<file path="src/rtl/pong_ball_ctrl.sv">
// Ball sequencer for pong: paces X/Y counter strobes, owns ball direction,
// resolves wall bounces, paddle hits and goals, and runs the serve/score FSM.
module pong_ball_ctrl #(
  parameter int unsigned BIT_WIDTH = 10,
  parameter int unsigned X_MAX     = 639,
  parameter int unsigned Y_MAX     = 479,
  parameter int unsigned PAD_L_X   = 16,
  parameter int unsigned PAD_R_X   = 623,
  parameter int unsigned PADDLE_H  = 64,
  parameter int unsigned STEP_DIV  = 100000
) (
  input  logic                 clk,
  input  logic                 reset,
  input  logic                 start,
  input  logic [BIT_WIDTH-1:0] ball_x,
  input  logic [BIT_WIDTH-1:0] ball_y,
  input  logic [BIT_WIDTH-1:0] pad_l_y,
  input  logic [BIT_WIDTH-1:0] pad_r_y,
  output logic                 ctr_load,
  output logic                 x_inc,
  output logic                 x_dec,
  output logic                 y_inc,
  output logic                 y_dec,
  output logic                 score_l,
  output logic                 score_r,
  output logic                 playing
);

  localparam int unsigned PW  = (STEP_DIV > 1) ? $clog2(STEP_DIV) : 1;
  localparam int unsigned BW1 = BIT_WIDTH + 1;

  localparam logic [PW-1:0]        PRESC_LAST = PW'(STEP_DIV - 1);
  localparam logic [BIT_WIDTH-1:0] X_MAX_V    = BIT_WIDTH'(X_MAX);
  localparam logic [BIT_WIDTH-1:0] Y_MAX_V    = BIT_WIDTH'(Y_MAX);
  localparam logic [BIT_WIDTH-1:0] HIT_R_X    = BIT_WIDTH'(PAD_R_X - 1);
  localparam logic [BIT_WIDTH-1:0] HIT_L_X    = BIT_WIDTH'(PAD_L_X + 1);
  localparam logic [BIT_WIDTH:0]   PAD_SPAN   = BW1'(PADDLE_H - 1);

  typedef enum logic [1:0] {
    IDLE,
    SERVE,
    MOVE,
    SCORED
  } state_e;

  state_e        state_q;
  logic          dir_x_q;
  logic          dir_y_q;
  logic [PW-1:0] presc_q;

  logic [BIT_WIDTH:0] by_w;
  logic [BIT_WIDTH:0] pr_top;
  logic [BIT_WIDTH:0] pl_top;
  logic [BIT_WIDTH:0] pr_bot;
  logic [BIT_WIDTH:0] pl_bot;
  logic               in_pad_r;
  logic               in_pad_l;
  logic               step;
  logic               goal_l;
  logic               goal_r;
  logic               hit_r;
  logic               hit_l;
  logic               wall_bot;
  logic               wall_top;

  // Paddle span bottom is one bit wider so a paddle near the bus limit cannot wrap.
  assign by_w     = {1'b0, ball_y};
  assign pr_top   = {1'b0, pad_r_y};
  assign pl_top   = {1'b0, pad_l_y};
  assign pr_bot   = pr_top + PAD_SPAN;
  assign pl_bot   = pl_top + PAD_SPAN;
  assign in_pad_r = (by_w >= pr_top) && (by_w <= pr_bot);
  assign in_pad_l = (by_w >= pl_top) && (by_w <= pl_bot);

  assign step     = (state_q == MOVE) && (presc_q == PRESC_LAST);
  assign goal_l   = dir_x_q && (ball_x == X_MAX_V);
  assign goal_r   = !dir_x_q && (ball_x == '0);
  assign hit_r    = dir_x_q && (ball_x == HIT_R_X) && in_pad_r;
  assign hit_l    = !dir_x_q && (ball_x == HIT_L_X) && in_pad_l;
  assign wall_bot = dir_y_q && (ball_y == Y_MAX_V);
  assign wall_top = !dir_y_q && (ball_y == '0);

  always_ff @(posedge clk) begin
    if (reset) begin
      state_q  <= IDLE;
      dir_x_q  <= 1'b1;
      dir_y_q  <= 1'b1;
      presc_q  <= '0;
      ctr_load <= 1'b1;
      x_inc    <= 1'b0;
      x_dec    <= 1'b0;
      y_inc    <= 1'b0;
      y_dec    <= 1'b0;
      score_l  <= 1'b0;
      score_r  <= 1'b0;
      playing  <= 1'b0;
    end else begin
      x_inc   <= 1'b0;
      x_dec   <= 1'b0;
      y_inc   <= 1'b0;
      y_dec   <= 1'b0;
      score_l <= 1'b0;
      score_r <= 1'b0;

      case (state_q)
        IDLE: begin
          ctr_load <= 1'b1;
          playing  <= 1'b0;
          if (start) begin
            state_q  <= SERVE;
            ctr_load <= 1'b0;
          end
        end

        SERVE: begin
          presc_q <= '0;
          playing <= 1'b1;
          state_q <= MOVE;
        end

        MOVE: begin
          if (!step) begin
            presc_q <= presc_q + 1'b1;
          end else begin
            presc_q <= '0;
            // A goal suppresses all motion strobes and leaves dir_y untouched.
            if (goal_l || goal_r) begin
              score_l  <= goal_l;
              score_r  <= goal_r;
              dir_x_q  <= goal_r;
              ctr_load <= 1'b1;
              playing  <= 1'b0;
              state_q  <= SCORED;
            end else begin
              if (hit_r) begin
                dir_x_q <= 1'b0;
                x_dec   <= 1'b1;
              end else if (hit_l) begin
                dir_x_q <= 1'b1;
                x_inc   <= 1'b1;
              end else begin
                x_inc <= dir_x_q;
                x_dec <= !dir_x_q;
              end

              if (wall_bot) begin
                dir_y_q <= 1'b0;
                y_dec   <= 1'b1;
              end else if (wall_top) begin
                dir_y_q <= 1'b1;
                y_inc   <= 1'b1;
              end else begin
                y_inc <= dir_y_q;
                y_dec <= !dir_y_q;
              end
            end
          end
        end

        SCORED: begin
          ctr_load <= 1'b1;
          playing  <= 1'b0;
          state_q  <= IDLE;
        end

        default: begin
          state_q  <= IDLE;
          ctr_load <= 1'b1;
          playing  <= 1'b0;
        end
      endcase
    end
  end

endmodule
</file>
<file path="config.mk">
export PLATFORM = sky130hd
export DESIGN_NAME = pong_ball_ctrl
export DESIGN_NICKNAME = d
export VERILOG_FILES = /design/src/rtl/pong_ball_ctrl.sv
export SDC_FILE = /design/constraint.sdc
export NUM_CORES = 1
export LEC_CHECK = 0
export CORE_MARGIN = 4
export CORE_UTILIZATION = 57
export DETAILED_ROUTE_END_ITERATION = 7
export MAX_ROUTING_LAYER = met4
export PLACE_DENSITY = 0.94
export SLEW_MARGIN = 25
export SYNTH_ARGS = -nofsm -noshare
export SYNTH_HDL_FRONTEND = slang
export SYNTH_SLANG_ARGS = --single-unit
</file>
<file path="constraint.sdc">
create_clock -name clk -period 7.6 [get_ports clk]
set_input_delay 1.52 -clock clk [delete_from_list [all_inputs] [get_ports clk]]
set_output_delay 1.52 -clock clk [all_outputs]
set_load 0.02 [all_outputs]
</file>
==> flow_summary.rst <==
.. list-table::
   :header-rows: 1

   * - Metric
     - Value
   * - Outcome
     - finished, final reports clean
   * - Number of enable-type register cells in the synthesized netlist
     - 0
   * - Post-Syn Instances
     - 324
   * - Post-cts repair resize count
     - 0
   * - Number of global-route vias before repair
     - ~2,500
   * - Top cells by area in the synthesized netlist
     - sky130_fd_sc_hd__ha_1 23%, sky130_fd_sc_hd__dfxtp_1 22%, sky130_fd_sc_hd__xnor2_1 5.7%
   * - Number of setup violations in the final report
     - 0
   * - Post-Syn Area per Cell
     - about 8.1 µm²
   * - # Post-CTS Setup Buffers
     - 0
   * - Leakage dissipation
     - 0.00141 µW
   * - Count of standard-cell rows
     - 24
   * - Antenna violations before repair
     - 0
   * - I/O pins
     - between 50 and 60
   * - Initial Utilization
     - 0.596
   * - Post-synth top flop
     - sky130_fd_sc_hd__dfxtp_1
   * - Slew at the pin closest to its max-slew limit
     - ~0.59 ns
   * - Setup repair after global routing missed its margin
     - no
   * - Relative slew margins
     - 0.605
   * - Core region area
     - ~0.0044 mm²
   * - Worst vdd ir
     - between 0.15 and 0.2 mV
   * - Number of synthesized register bits
     - 29
   * - Final-report max-slew violation count
     - 0
   * - # H-tree levels
     - 2
   * - Global-route track usage on met2
     - 0.419
   * - List of most frequent post-synthesis cells
     - 48 x sky130_fd_sc_hd__ha_1, 35 x sky130_fd_sc_hd__nor2_1, 30 x sky130_fd_sc_hd__nand2_1
   * - Most repeated cell in the gate-level netlist after synthesis
     - sky130_fd_sc_hd__ha_1
   * - Largest net degree at the start of global routing
     - 16
   * - M3 GR Usage
     - 0.0449
   * - Proportion of netlist area held by the largest area contributor
     - 0.230
   * - Chip width
     - ~76 µm
   * - Global Route Usage Sum
     - 0.249
   * - Endpoint type of the worst setup path
     - register
   * - Overall power after layout
     - 510 µW
   * - DIE HEIGHT
     - ~76 µm
   * - Final period util
     - 0.565
   * - Layout-stage area growth over the synthesis result
     - 24.9%
   * - Initial DRT Pass Iterations
     - 4
   * - Proportion of synthesized chip area in sequential cells
     - 0.222
   * - Highest fanout seen on the critical path
     - 4
   * - Maximum frequency from static timing analysis
     - 233 MHz
   * - Antenna fix cells
     - 0
   * - Detail-routed via count per cell
     - between 5 and 6
   * - Post-route insts no fill
     - ~430
   * - Final Hold Fails
     - 0
   * - Global-route met1 utilization
     - 0.289
   * - Number of port buffers
     - 50
   * - Clock slew seen by the registers of the worst setup and hold paths
     - approximately 0.060 ns
   * - Vias
     - between 2,000 and 3,000
   * - Element type at the critical path start
     - input pin
   * - Clock latency at the later pin of the worst-skew pair
     - 0.29 ns
   * - Hpwl dp
     - about 5.4 mm
   * - Share of synthesized flip-flops with an asynchronous set or reset
     - 0
   * - Wire length of the first global-routing pass
     - around 11 mm
   * - NumNets Final
     - approximately 470
   * - Average wire per standard cell
     - about 15 µm
   * - Total of max-cap violations
     - 0
   * - Area of the die
     - around 0.0057 mm²
   * - Remaining routing DRC violations
     - 0
   * - Final antenna-violating net count
     - 0
   * - Top flop regs
     - presc_q: 17 flops, state_q: 2 flops
   * - Max FFs per register
     - 17
   * - Area of the mapped netlist
     - approximately 0.0026 mm²
   * - Starting DRC count in detailed routing
     - between 150 and 200
   * - Category of the critical setup timing path
     - input pin to register
   * - Worst setup skew after layout
     - between 0.002 and 0.003 ns
   * - Final weighted congestion in routability-driven placement
     - about 0.9
   * - Total Neg Setup Slack
     - 0 ns
   * - Distinct cells, synth
     - 48
   * - Net count of the mapped netlist
     - a little over 400
   * - Clock sinks
     - 29
   * - Arrival time of the worst setup path
     - approximately 4.5 ns
   * - Power density relative to cell area
     - approximately 160 mW/mm²
   * - Cell type contributing the most total cell area after synthesis
     - sky130_fd_sc_hd__ha_1
   * - Cts bufs inserted
     - 5
   * - Total instance count after detailed placement
     - approximately 420
   * - Hold-fix buffer count after cts
     - 0
   * - Class of the tightest hold or removal check
     - register to register
   * - Max clock buf depth
     - 2
   * - Buffer type at the clock tree root
     - sky130_fd_sc_hd__clkbuf_8
   * - YS warnings
     - 0
   * - Proportion of layout cells with a drive suffix above 1
     - 0.0343
   * - Top reg by flops
     - presc_q
   * - GR peak layer
     - met2
   * - TritonCTS clock tree
     - done
   * - Worst EP required
     - a little under 8 ns
   * - Final global-route overflow total
     - 0
   * - Routed wire length
     - 6.54 mm
   * - Time the worst path needs with I/O delays and setup
     - approximately 4.3 ns
path summary, 6_finish.rpt:
kind                                 start         end  slack [ns]  depth (start not counted)
worst max-delay path            pad_r_y[2]     dir_x_q        3.30                         12
worst min-delay path               playing     playing        0.50                          2
worst max register to register  presc_q[8]  presc_q[3]        5.43                          5
worst min register to register     playing     playing        0.50                          2
metrics by stage:
| step | hold WS, ns | instance area (µm²) | worst slack [ns] | util |
|---|---|---|---|---|
| after global placement | 0.476 | 3160 | 3.21 | 0.722 |
| after CTS | 0.503 | 3270 | 3.33 | 0.745 |
| after floorplan | 0.452 | 2610 | 3.85 | - |
| final | 0.498 | 3270 | 3.30 | 0.745 |
| after global routing | 0.533 | 3270 | 3.08 | 0.745 |
| after detailed placement | 0.479 | 3160 | 3.03 | 0.722 |
per-layer routing:
metal / vias up / share of wire
li1: 1270 / -
met1: 1174 / 0.43
met2: 93 / 0.49
met3: 28 / 0.051
met4: 0 / 0.031
met5: - / 0
kinds of logic after synthesis:
kind of cell / share of synthesized area
AND/OR/NAND/NOR: 0.259
multiplexers: 0.0153
AO/OA/AOI/OAI: 0.131
adder cells (fa/ha/maj): 0.230
buffers and inverters: 0.0460
XOR/XNOR: 0.0972
flip-flops: 0.222
worst max-delay path, cell delays in order:
cell                              delay [ns]
sky130_fd_sc_hd__clkdlybuf4s50_1        0.48
sky130_fd_sc_hd__nor3_1                 0.37
sky130_fd_sc_hd__nand4_1                0.22
sky130_fd_sc_hd__nand2_1                0.13
sky130_fd_sc_hd__xnor2_1                0.13
sky130_fd_sc_hd__ha_1                   0.28
sky130_fd_sc_hd__a21oi_1                0.15
sky130_fd_sc_hd__nand2_1                0.08
sky130_fd_sc_hd__a2111oi_0              0.43
sky130_fd_sc_hd__a21oi_1                0.14
sky130_fd_sc_hd__o31ai_1                0.37
sky130_fd_sc_hd__a32oi_1                0.15
layout make-up:
class / instances / area [µm²]
fill: 305 / 1120
timing repair buffer: 50 / 500
clock buffer: 7 / 96.3
clock inverter: 1 / 5.00
tap: 52 / 65.1
multi-input combinational: 264 / 1910
inverter: 28 / 105
sequential: 29 / 581
power breakdown:
group / switching, µW / internal [µW]
registers: 7.64 / 161
clock network: 59.8 / 81.7
logic: 113 / 87.1
total: 180 / 330
placed cells by master (no fill, tap or decap), drive strengths merged, types with 2 or more instances in the layout:
cell           netlist  final
ha                  48     48
dfxtp               29     29
nor2b                6      6
and2                 3      3
nand4               13     13
o21a                 2      2
nand3               12     12
xnor2               17     17
nand2               30     30
clkbuf               2      7
a21oi               14     14
nor4                 5      5
nor3                13     13
o21ai               11     11
a41oi                2      2
nand4bb              2      2
xor2                12     12
mux2i                4      4
inv                 28     28
o31ai                2      2
o211ai               2      2
nor2                35     35
a21o                 2      2
clkdlybuf4s50        0     50
a211oi               5      5
and3                 7      7
No activity file was read; power rests on OpenSTA's default activity.
